$ cat src/rtl/ghr_spec_ctrl_pkg.sv
// Shared branch-predictor types for the speculative global-history controller.
// Holds the direction type and the recovery FSM state encoding.
package ghr_spec_ctrl_pkg;

    typedef logic dir_t;

    localparam dir_t DIR_NOT_TAKEN = 1'b0;
    localparam dir_t DIR_TAKEN     = 1'b1;

    typedef enum logic {
        RUN     = 1'b0,
        RECOVER = 1'b1
    } state_e;

endpackage

$ cat src/rtl/ghr_dir_fifo.sv
// Circular FIFO of in-flight predicted branch directions (1 bit per entry).
// Clear has priority over push/pop; pointers wrap modulo DEPTH.
module ghr_dir_fifo
    import ghr_spec_ctrl_pkg::*;
#(
    parameter int DEPTH = 8
) (
    input  logic                     clk,
    input  logic                     rst_n,
    input  logic                     clear_i,
    input  logic                     push_i,
    input  dir_t                     din_i,
    input  logic                     pop_i,
    output dir_t                     head_o,
    output logic [$clog2(DEPTH):0]   count_o,
    output logic                     empty_o,
    output logic                     full_o
);

    localparam int PW = $clog2(DEPTH);
    localparam int CW = PW + 1;
    localparam logic [CW-1:0] DEPTH_C = CW'(DEPTH);

    dir_t          mem_q [DEPTH];
    logic [PW-1:0] head_q, head_d;
    logic [PW-1:0] tail_q, tail_d;
    logic [CW-1:0] count_q, count_d;
    logic          do_push;
    logic          do_pop;

    assign empty_o = (count_q == '0);
    assign full_o  = (count_q == DEPTH_C);
    assign head_o  = mem_q[head_q];
    assign count_o = count_q;

    assign do_push = push_i & ~full_o;
    assign do_pop  = pop_i & ~empty_o;

    // Next pointers and occupancy; a clear collapses head onto tail.
    always_comb begin
        head_d  = head_q;
        tail_d  = tail_q;
        count_d = count_q;
        if (clear_i) begin
            head_d  = tail_q;
            count_d = '0;
        end else begin
            if (do_push) tail_d = tail_q + PW'(1);
            if (do_pop)  head_d = head_q + PW'(1);
            unique case ({do_push, do_pop})
                2'b10:   count_d = count_q + CW'(1);
                2'b01:   count_d = count_q - CW'(1);
                default: count_d = count_q;
            endcase
        end
    end

    // Pointer and occupancy registers.
    always_ff @(posedge clk or negedge rst_n) begin
        if (!rst_n) begin
            head_q  <= '0;
            tail_q  <= '0;
            count_q <= '0;
        end else begin
            head_q  <= head_d;
            tail_q  <= tail_d;
            count_q <= count_d;
        end
    end

    // Direction storage, written at the tail on an accepted push.
    always_ff @(posedge clk or negedge rst_n) begin
        if (!rst_n) begin
            for (int i = 0; i < DEPTH; i++) mem_q[i] <= DIR_NOT_TAKEN;
        end else if (!clear_i && do_push) begin
            mem_q[tail_q] <= din_i;
        end
    end

endmodule

$ cat src/rtl/ghr_spec_ctrl.sv
// Speculative / architectural global-history controller with mispredict recovery.
// Optional resolve/mispredict counters when GHR_SPEC_CTRL_STATS_EN is defined.
module ghr_spec_ctrl
    import ghr_spec_ctrl_pkg::*;
#(
    parameter int HISTORY_SIZE = 64,
    parameter int DEPTH        = 8
) (
    input  logic                     clk,
    input  logic                     rst_n,
    input  logic                     pred_valid,
    input  logic                     pred_taken,
    output logic                     pred_ready,
    output logic [HISTORY_SIZE-1:0]  spec_history,
    input  logic                     ex_valid,
    input  logic                     ex_taken,
    output logic                     ex_mispredict,
    input  logic                     flush,
    output logic [HISTORY_SIZE-1:0]  arch_history,
    output logic [$clog2(DEPTH):0]   inflight,
    output logic                     underflow_err
`ifdef GHR_SPEC_CTRL_STATS_EN
    ,
    output logic [31:0]              stat_resolved,
    output logic [31:0]              stat_mispredict
`endif
);

    state_e                  state_q, state_d;
    logic [HISTORY_SIZE-1:0] spec_q, spec_d;
    logic [HISTORY_SIZE-1:0] arch_q, arch_d;
    logic                    uf_q;

    dir_t                    fifo_head;
    logic                    fifo_empty;
    logic                    fifo_full;
    logic                    push_acc;
    logic                    resolve;
    logic                    mispredict;
    logic                    recover_ev;

    assign push_acc      = pred_valid & pred_ready;
    assign resolve       = ex_valid & ~fifo_empty;
    assign mispredict    = resolve & (fifo_head != dir_t'(ex_taken));
    assign recover_ev    = mispredict | flush;
    assign ex_mispredict = mispredict;

    ghr_dir_fifo #(
        .DEPTH (DEPTH)
    ) u_fifo (
        .clk     (clk),
        .rst_n   (rst_n),
        .clear_i (recover_ev),
        .push_i  (push_acc & ~recover_ev),
        .din_i   (dir_t'(pred_taken)),
        .pop_i   (resolve & ~recover_ev),
        .head_o  (fifo_head),
        .count_o (inflight),
        .empty_o (fifo_empty),
        .full_o  (fifo_full)
    );

    // FSM state register.
    always_ff @(posedge clk or negedge rst_n) begin
        if (!rst_n) state_q <= RUN;
        else        state_q <= state_d;
    end

    // FSM next state: any recovery event holds off fetch for one cycle.
    always_comb begin
        state_d = RUN;
        if (recover_ev) state_d = RECOVER;
    end

    // FSM outputs: full is taken from the registered count only.
    always_comb begin
        pred_ready = 1'b0;
        unique case (state_q)
            RUN:     pred_ready = ~fifo_full;
            RECOVER: pred_ready = 1'b0;
            default: pred_ready = 1'b0;
        endcase
    end

    // History next state; recovery reloads spec from the updated arch value.
    always_comb begin
        arch_d = arch_q;
        spec_d = spec_q;
        if (resolve) arch_d = {arch_q[HISTORY_SIZE-2:0], ex_taken};
        if (recover_ev) begin
            spec_d = arch_d;
        end else if (push_acc) begin
            spec_d = {spec_q[HISTORY_SIZE-2:0], pred_taken};
        end
    end

    // History registers and sticky underflow flag.
    always_ff @(posedge clk or negedge rst_n) begin
        if (!rst_n) begin
            spec_q <= '0;
            arch_q <= '0;
            uf_q   <= 1'b0;
        end else begin
            spec_q <= spec_d;
            arch_q <= arch_d;
            if (ex_valid && fifo_empty) uf_q <= 1'b1;
        end
    end

    assign spec_history  = spec_q;
    assign arch_history  = arch_q;
    assign underflow_err = uf_q;

`ifdef GHR_SPEC_CTRL_STATS_EN
    logic [31:0] stat_res_q;
    logic [31:0] stat_mis_q;

    // Saturating resolve and mispredict counters.
    always_ff @(posedge clk or negedge rst_n) begin
        if (!rst_n) begin
            stat_res_q <= '0;
            stat_mis_q <= '0;
        end else begin
            if (resolve && stat_res_q != '1)    stat_res_q <= stat_res_q + 32'd1;
            if (mispredict && stat_mis_q != '1) stat_mis_q <= stat_mis_q + 32'd1;
        end
    end

    assign stat_resolved   = stat_res_q;
    assign stat_mispredict = stat_mis_q;
`endif

endmodule
$ cat config.mk
export PLATFORM = sky130hd
export DESIGN_NAME = ghr_spec_ctrl
export DESIGN_NICKNAME = d
export VERILOG_FILES = /design/src/rtl/ghr_spec_ctrl_pkg.sv /design/src/rtl/ghr_dir_fifo.sv /design/src/rtl/ghr_spec_ctrl.sv
export SDC_FILE = /design/constraint.sdc
export NUM_CORES = 1
export LEC_CHECK = 0
export ABC_AREA = 1
export CAP_MARGIN = 10
export CORE_MARGIN = 2
export CORE_UTILIZATION = 45
export CTS_CLUSTER_DIAMETER = 150
export DETAILED_ROUTE_END_ITERATION = 8
export DONT_BUFFER_PORTS = 1
export SLEW_MARGIN = 20
export SYNTH_ARGS = -nofsm -noshare
export SYNTH_HDL_FRONTEND = slang
export SYNTH_SLANG_ARGS = --single-unit
$ cat constraint.sdc
create_clock -name clk -period 3.63 [get_ports clk]
set_clock_uncertainty 0.1 [all_clocks]
set_input_delay 0.5445 -clock clk [delete_from_list [all_inputs] [get_ports clk]]
set_output_delay 0.5445 -clock clk [all_outputs]
set_load 0.05 [all_outputs]
==> Word-level counts from Yosys, hierarchy flattened <==
Index checks and enable logic that the tools add are counted.
{ "word_totals": {"latch_bits": 0, "out_inout_bits": 135, "ff_bits": 148, "mem_bits_ro": 0, "in_bits": 7, "wordCells": 64, "ramBits": 0, "mem_count": 0} }
{ "op_classes": {"n_reduce_logical": 9, "mux": 15, "add_sub_neg": 4, "eq_ne": 4, "magnitude_cmp": 3, "n_mul": 0, "div": 0, "n_shift": 0, "n_bitwise": 14} }
{ "ops": {"columns": ["op", "n"], "rows": [
  ["64-bit two-way mux", 3],
  ["8-bit bitwise mux", 1],
  ["4-bit >= comparator, second input constant", 2],
  ["3-bit NOT with 4-bit output", 2],
  ["4-bit one-hot mux with 2 select lines", 1],
  ["1-bit bitwise AND", 7],
  ["3-bit by 1-bit adder with 3-bit output, second input constant", 2],
  ["3-bit two-way mux", 2],
  ["4-bit by 1-bit adder with 4-bit output, second input constant", 1],
  ["4-bit equality test, second input constant", 1],
  ["4-bit zero test", 1],
  ["4-bit by 1-bit < comparator with 1-bit output, second input constant", 1],
  ["1-bit two-way mux", 4],
  ["4-bit two-way mux", 1],
  ["1-bit NOT", 4],
  ["2-bit nonzero test", 2],
  ["4-bit by 1-bit subtractor with 4-bit output, second input constant", 1],
  ["1-bit binary-select mux with 3-bit select", 1],
  ["1-bit demux with 3-bit select", 1],
  ["1-bit logical AND", 3],
  ["3-bit nonzero test", 1],
  ["2-bit by 1-bit equality test with 1-bit output, second input constant", 1],
  ["2-bit equality test, second input constant", 1],
  ["1-bit one-hot mux with 2 select lines", 1],
  ["other kinds (4)", 4]
]} }

==> Logic depth before layout (Yosys ltp) <==
{ "depth": {"word_depth": 13, "depth_mapped": 16, "mapped_depth_nobuf": 16} }

==> Hierarchy <==
A second synthesis with hierarchy kept.
{ "hier_totals": {"cells_unflattened": 800, "hier_area_um2": 6852.8} }
{ "modules_own_cells": {"columns": ["mod", "cells_per_inst", "seq_area_each_um2", "area_per_inst_um2", "n_inst"], "rows": [
  ["ghr_spec_ctrl", 657, 3253.1, 5758.0, 1],
  ["ghr_dir_fifo", 143, 450.4, 1094.8, 1]
]} }

==> Worst setup path after synthesis <==
No wires, ideal clock.
{ "synth_path": {"path_kind": "reg-to-reg", "from": "register u_fifo.count_q[2] (netlist: u_fifo.count_o[2])", "to": "register u_fifo.count_q[3] (netlist: u_fifo.count_o[3])", "stages_incl_launch_ff": 13, "required_ns": 3.412, "arrival_ns": 3.050, "slack_ns": 0.362, "path_cell_list": "dfrtp_1 > inv_1 > a31oi_1 > nand2_1 > inv_1 > nor2_1 > ha_1 > nand2_1 > nand3b_1 > nand2_1 > nand2_1 > nand3_1 > nand2_1"} }
{ "synth_between": {"word_cells_on_any_way": 21} }
{ "synth_lines": {"columns": ["item", "line", "text"], "rows": [
  ["start, declared", "ghr_dir_fifo.sv:27", "logic [CW-1:0] count_q, count_d;"],
  ["start signal, assigned", "ghr_dir_fifo.sv:67", "count_q <= count_d;"],
  ["4-bit equality test *", "ghr_dir_fifo.sv:32", "assign full_o = (count_q == DEPTH_C);"],
  ["1-bit NOT *", "ghr_spec_ctrl.sv:79", "RUN: pred_ready = ~fifo_full;"],
  ["1-bit one-hot mux with 2 select lines *", "ghr_spec_ctrl.sv:78", "unique case (state_q)"],
  ["net pred_ready", "ghr_spec_ctrl.sv:13", "output logic pred_ready,"],
  ["1-bit bitwise AND *", "ghr_spec_ctrl.sv:42", "assign push_acc = pred_valid & pred_ready;"],
  ["1-bit bitwise AND *", "ghr_spec_ctrl.sv:54", ".push_i (push_acc & ~recover_ev),"],
  ["1-bit bitwise AND *", "ghr_dir_fifo.sv:36", "assign do_push = push_i & ~full_o;"],
  ["2-bit by 1-bit equality test with 1-bit output or 2-bit equality test (tied branches)", "ghr_dir_fifo.sv:50", "unique case ({do_push, do_pop})"],
  ["4-bit one-hot mux with 2 select lines", "ghr_dir_fifo.sv:50", null],
  ["4-bit two-way mux", "ghr_dir_fifo.sv:44", "if (clear_i) begin"]
]} }
Mark *: on every way through the listed nets, which the timed path passes. The rest lies on a longest branch.
A chain may end at the register's enable or synchronous reset.

==> Worst setup path after layout <==
{ "layout_path": {"from": "register u_fifo.count_q[1] (netlist: u_fifo.count_o[1])", "to": "register u_fifo.count_q[3] (netlist: u_fifo.count_o[3])"} }
{ "layout_between": {"elab_chain_len": 11, "word_cells_on_any_way": 21} }
{ "layout_lines": {"columns": ["item", "line", "text"], "rows": [
  ["4-bit zero test", "ghr_dir_fifo.sv:31", "assign empty_o = (count_q == '0);"],
  ["1-bit NOT", "ghr_dir_fifo.sv:37, ghr_spec_ctrl.sv:43", null],
  ["1-bit bitwise AND", "ghr_spec_ctrl.sv:43", "assign resolve = ex_valid & ~fifo_empty;"],
  ["1-bit bitwise AND", "ghr_spec_ctrl.sv:44", "assign mispredict = resolve & (fifo_head != dir_t'(ex_taken));"],
  ["1-bit OR", "ghr_spec_ctrl.sv:45", "assign recover_ev = mispredict | flush;"],
  ["1-bit NOT (no source line)", null, null],
  ["1-bit bitwise AND, on equally long branches", "ghr_spec_ctrl.sv:56, ghr_spec_ctrl.sv:54", null],
  ["1-bit bitwise AND, on equally long branches", "ghr_dir_fifo.sv:37, ghr_dir_fifo.sv:36", null],
  ["2-bit by 1-bit equality test with 1-bit output or 2-bit equality test (tied branches)", "ghr_dir_fifo.sv:50", null],
  ["4-bit one-hot mux with 2 select lines", "ghr_dir_fifo.sv:50", null],
  ["4-bit two-way mux", "ghr_dir_fifo.sv:44", null]
]} }
Several ways; a longest one is shown, not always the timed one.

==> flow_metrics.env <==
export IMPL_status="complete, but fails checks"
export IMPL_violations="hold timing"
export IMPL_synth_area_leaders="dfrtp_1 (58%), nand2_1 (18%), o221ai_1 (6.2%)"
export IMPL_setup_viol=0
export IMPL_yosys_area_top_type_share_pct=58.3
export IMPL_grt_met1_usage_pct=27.0
export IMPL_dpl_worst_slack_ns=0.879
export IMPL_overflow=0
export IMPL_grt_pass1_vias=4865
export IMPL_grt_busiest_layer="met2"
export IMPL_syn_cell_area_mm2=0.00635
export IMPL_antenna_cells=0
export IMPL_cts_setup_buffers=0
export IMPL_drtPass1Iterations=5
export IMPL_drive_gt1_share_pct=8.91
export IMPL_coreArea_mm2=0.0138
export IMPL_num_vias=4835
export IMPL_r2r_start="u_fifo.count_o[1]$_DFFE_PN0P_"
export IMPL_grt_total_usage_pct=21.9
export IMPL_die_x_um=123
export IMPL_io_pins=142
export IMPL_max_cap_violations=0
export IMPL_h_tree_depth=4
export IMPL_routed_wl_mm=15.7
export IMPL_cts_tree="yes"
export IMPL_postRouteAntennaNets=0
export IMPL_clk_pin_slew_ns=0.06
export IMPL_worstSetupEndpointType="flip-flop"
export IMPL_timing_hold_worst_class="in2async"
export IMPL_grtUsageMet3_pct=9.99
export IMPL_die_area_mm2=0.0151
export IMPL_hpwl_mm=9.96
export IMPL_cts_root_buf="clkbuf_16"
export IMPL_num_rows=43
export IMPL_relSlewSlack_pct=51.7
export IMPL_cp_max_fo=32
export IMPL_start_util_pct=45.9
export IMPL_synth_seq_cells=148
export IMPL_crit_type="reg2reg"
export IMPL_syn2layout_area_growth_pct=11.5
export IMPL_synthDistinctLibCells=32
export IMPL_cp_cell_sequence="nor2_1 -> nand3_1 -> nand2_2 -> inv_2 -> buf_4 -> nand3_1 -> nor2_1 -> ha_1 -> a21oi_1 -> nand3_1 -> nand3_1 -> nand2_1"
export IMPL_worst_pin_slew_ns=0.724
export IMPL_grt_pass1_wl_mm=25.2
export IMPL_post_cts_resized=0
export IMPL_rr_worst_depth=12
export IMPL_cpMostUsedCell="nand3_1"
export IMPL_post_route_period_util_pct=77.3
export IMPL_synthesis_nets=720
export IMPL_placed_cell_area_mm2=0.00651
export IMPL_clk_insertion_delay_late_ns=0.42
export IMPL_hold_viol_final=148
export IMPL_final_nets=716
export IMPL_cts_sinks=148
export IMPL_crit_slowest_cell="dfrtp_1"
export IMPL_n_fill_cell=1287
export IMPL_worstPathRequired_ns=3.84
export IMPL_report_final_slew_viol_count=0
export IMPL_p_per_area_mw_per_mm2=827
export IMPL_fin_crit_ns=2.81
export IMPL_layout_setup_ws_ns=0.825
export IMPL_rrSetupSlack_ns=0.82
export IMPL_use_met2_pct=33.5
export IMPL_syn_inst=709
export IMPL_drc=0
export IMPL_cts_buffer_depth=2
export IMPL_holdWs_ns=-0.287
export IMPL_synth_area_leader_cell="dfrtp_1"
export IMPL_ir_drop_uv=434
export IMPL_cp_num_buf_inv=2
export IMPL_p_leak_nw=3.44
export IMPL_critPathTopFamily="simple AND/OR/NAND/NOR gates"
export IMPL_rr_endpoint="u_fifo.count_o[3]$_DFFE_PN0P_"
export IMPL_fin_tns_setup_ns=0
export IMPL_grt_max_degree=149
export IMPL_antenna_found_initial=0
export IMPL_place_congestion=0.886
export IMPL_syn_area_per_cell_um2=8.95
export IMPL_max_freq_mhz=356
export IMPL_numCtsBuffers=17
export IMPL_max_stage_delay_ns=0.68
export IMPL_first_iter_violations=343
export IMPL_die_h_um=123
export IMPL_io_buffers=0
export IMPL_via_per_inst=5.38
export IMPL_arrival_ns=3.01
export IMPL_ys_warn_count=0
export IMPL_wl_per_cell_um=17.5
export IMPL_final_cell_area_mm2=0.00707
export IMPL_ys_seq_area_share_pct=58.3
export IMPL_grt_setup_unrepaired="no"
export IMPL_cp_start_kind="flip-flop"
[routing by layer]
layer | vias up | wire [µm]
met5 | - | 0
met4 | 0 | 352
met3 | 28 | 1490
met2 | 156 | 7540
met1 | 2379 | 6370
li1 | 2272 | -
[logic make-up after synthesis]
family | share of synthesized area, %
simple gates | 21.7
buf+inv | 7.79
xor+xnor | 0.414
flops | 58.3
compound gates | 10.9
fa+ha+maj | 0.789
[area by class of cell]
class	count	area, µm²	area share [%]
inverter	86	323	4.56
tap	180	225	3.18
clock buffer	18	439	6.21
clock inverter	14	129	1.82
multi-input combinational	440	2150	30.4
sequential	148	3700	52.4
timing repair buffer	12	103	1.45
[registers in the layout, indices dropped and copies added, names as in the netlist]
name,count
arch_history,64
spec_history,64
state_q,1
u_fifo.count_o,4
u_fifo.head_q,3
u_fifo.mem_q,8
u_fifo.tail_q,3
underflow_err,1
[worst max-delay path by stage]
stage | from | end | slack (ns) | cells past startpoint
6_report | u_fifo.count_o[1]$_DFFE_PN0P_ | u_fifo.count_o[3]$_DFFE_PN0P_ | 0.82 | 12
5_1_grt | u_fifo.count_o[2]$_DFFE_PN0P_ | u_fifo.count_o[2]$_DFFE_PN0P_ | 0.55 | 12
4_1_cts | u_fifo.count_o[2]$_DFFE_PN0P_ | u_fifo.count_o[3]$_DFFE_PN0P_ | 0.86 | 12
3_5_place_dp | u_fifo.count_o[2]$_DFFE_PN0P_ | u_fifo.count_o[3]$_DFFE_PN0P_ | 0.88 | 12
3_3_place_gp | u_fifo.count_o[2]$_DFFE_PN0P_ | u_fifo.count_o[3]$_DFFE_PN0P_ | 1.00 | 12
2_1_floorplan | u_fifo.count_o[2]$_DFFE_PN0P_ | u_fifo.count_o[3]$_DFFE_PN0P_ | 0.36 | 12
[worst reg2reg max path, delay by kind of cell, from the launching register on]
kind                     cells  cell delay (ns)
flip-flops                   1             0.68
buffers and inverters        2             0.38
adder cells (fa/ha/maj)      1             0.30
AO/OA/AOI/OAI                1             0.20
AND/OR/NAND/NOR              8             1.02
[cell usage after synthesis (all sizes together)]
| master | count |
|---|---|
| a31oi | 1 |
| clkbuf | 19 |
| nand3b | 1 |
| o21a | 1 |
| nand2 | 312 |
| o211ai | 17 |
| ha | 4 |
| a22oi | 1 |
| nor2 | 17 |
| nand3 | 13 |
| buf | 16 |
| o21ai | 18 |
| or2 | 1 |
| o221ai | 48 |
| a21oi | 1 |
| dfrtp | 148 |
| nand4 | 1 |
| o21bai | 1 |
| inv | 86 |
| xor2 | 3 |
[stage by stage]
stage | utilization [%] | instances | hold WS [ns] | power (mW)
finish | 51.2 | 898 | -0.287 | 5.85
global route | 51.2 | 898 | -0.308 | 6.17
CTS | 51.2 | 898 | -0.307 | 5.90
detailed placement | 47.1 | 866 | 0.156 | 4.20
global placement | 47.1 | 866 | 0.155 | 4.16
floorplan | - | 709 | 0.149 | 3.81
[placed cells by master, fill, tap and decap left out, types with 6 or more instances in the layout]
cell type / Yosys / layout
nand3_1: 10 / 10
buf_4: 5 / 11
dfrtp_1: 148 / 148
clkinvlp_4: 0 / 6
nand2_1: 311 / 310
o211ai_1: 17 / 17
nor2_1: 11 / 11
inv_1: 82 / 82
clkbuf_16: 0 / 17
o221ai_1: 45 / 45
o21ai_0: 16 / 16
[where the power goes]
| group | total, mW | switching, mW | leakage, nW | internal, mW |
|---|---|---|---|---|
| Clock | 1.68 | 0.717 | 0.261 | 0.965 |
| Combinational | 1.29 | 0.921 | 1.18 | 0.368 |
| Sequential | 2.88 | 0.966 | 2.00 | 1.91 |
No activity file was read; power rests on OpenSTA's default activity.
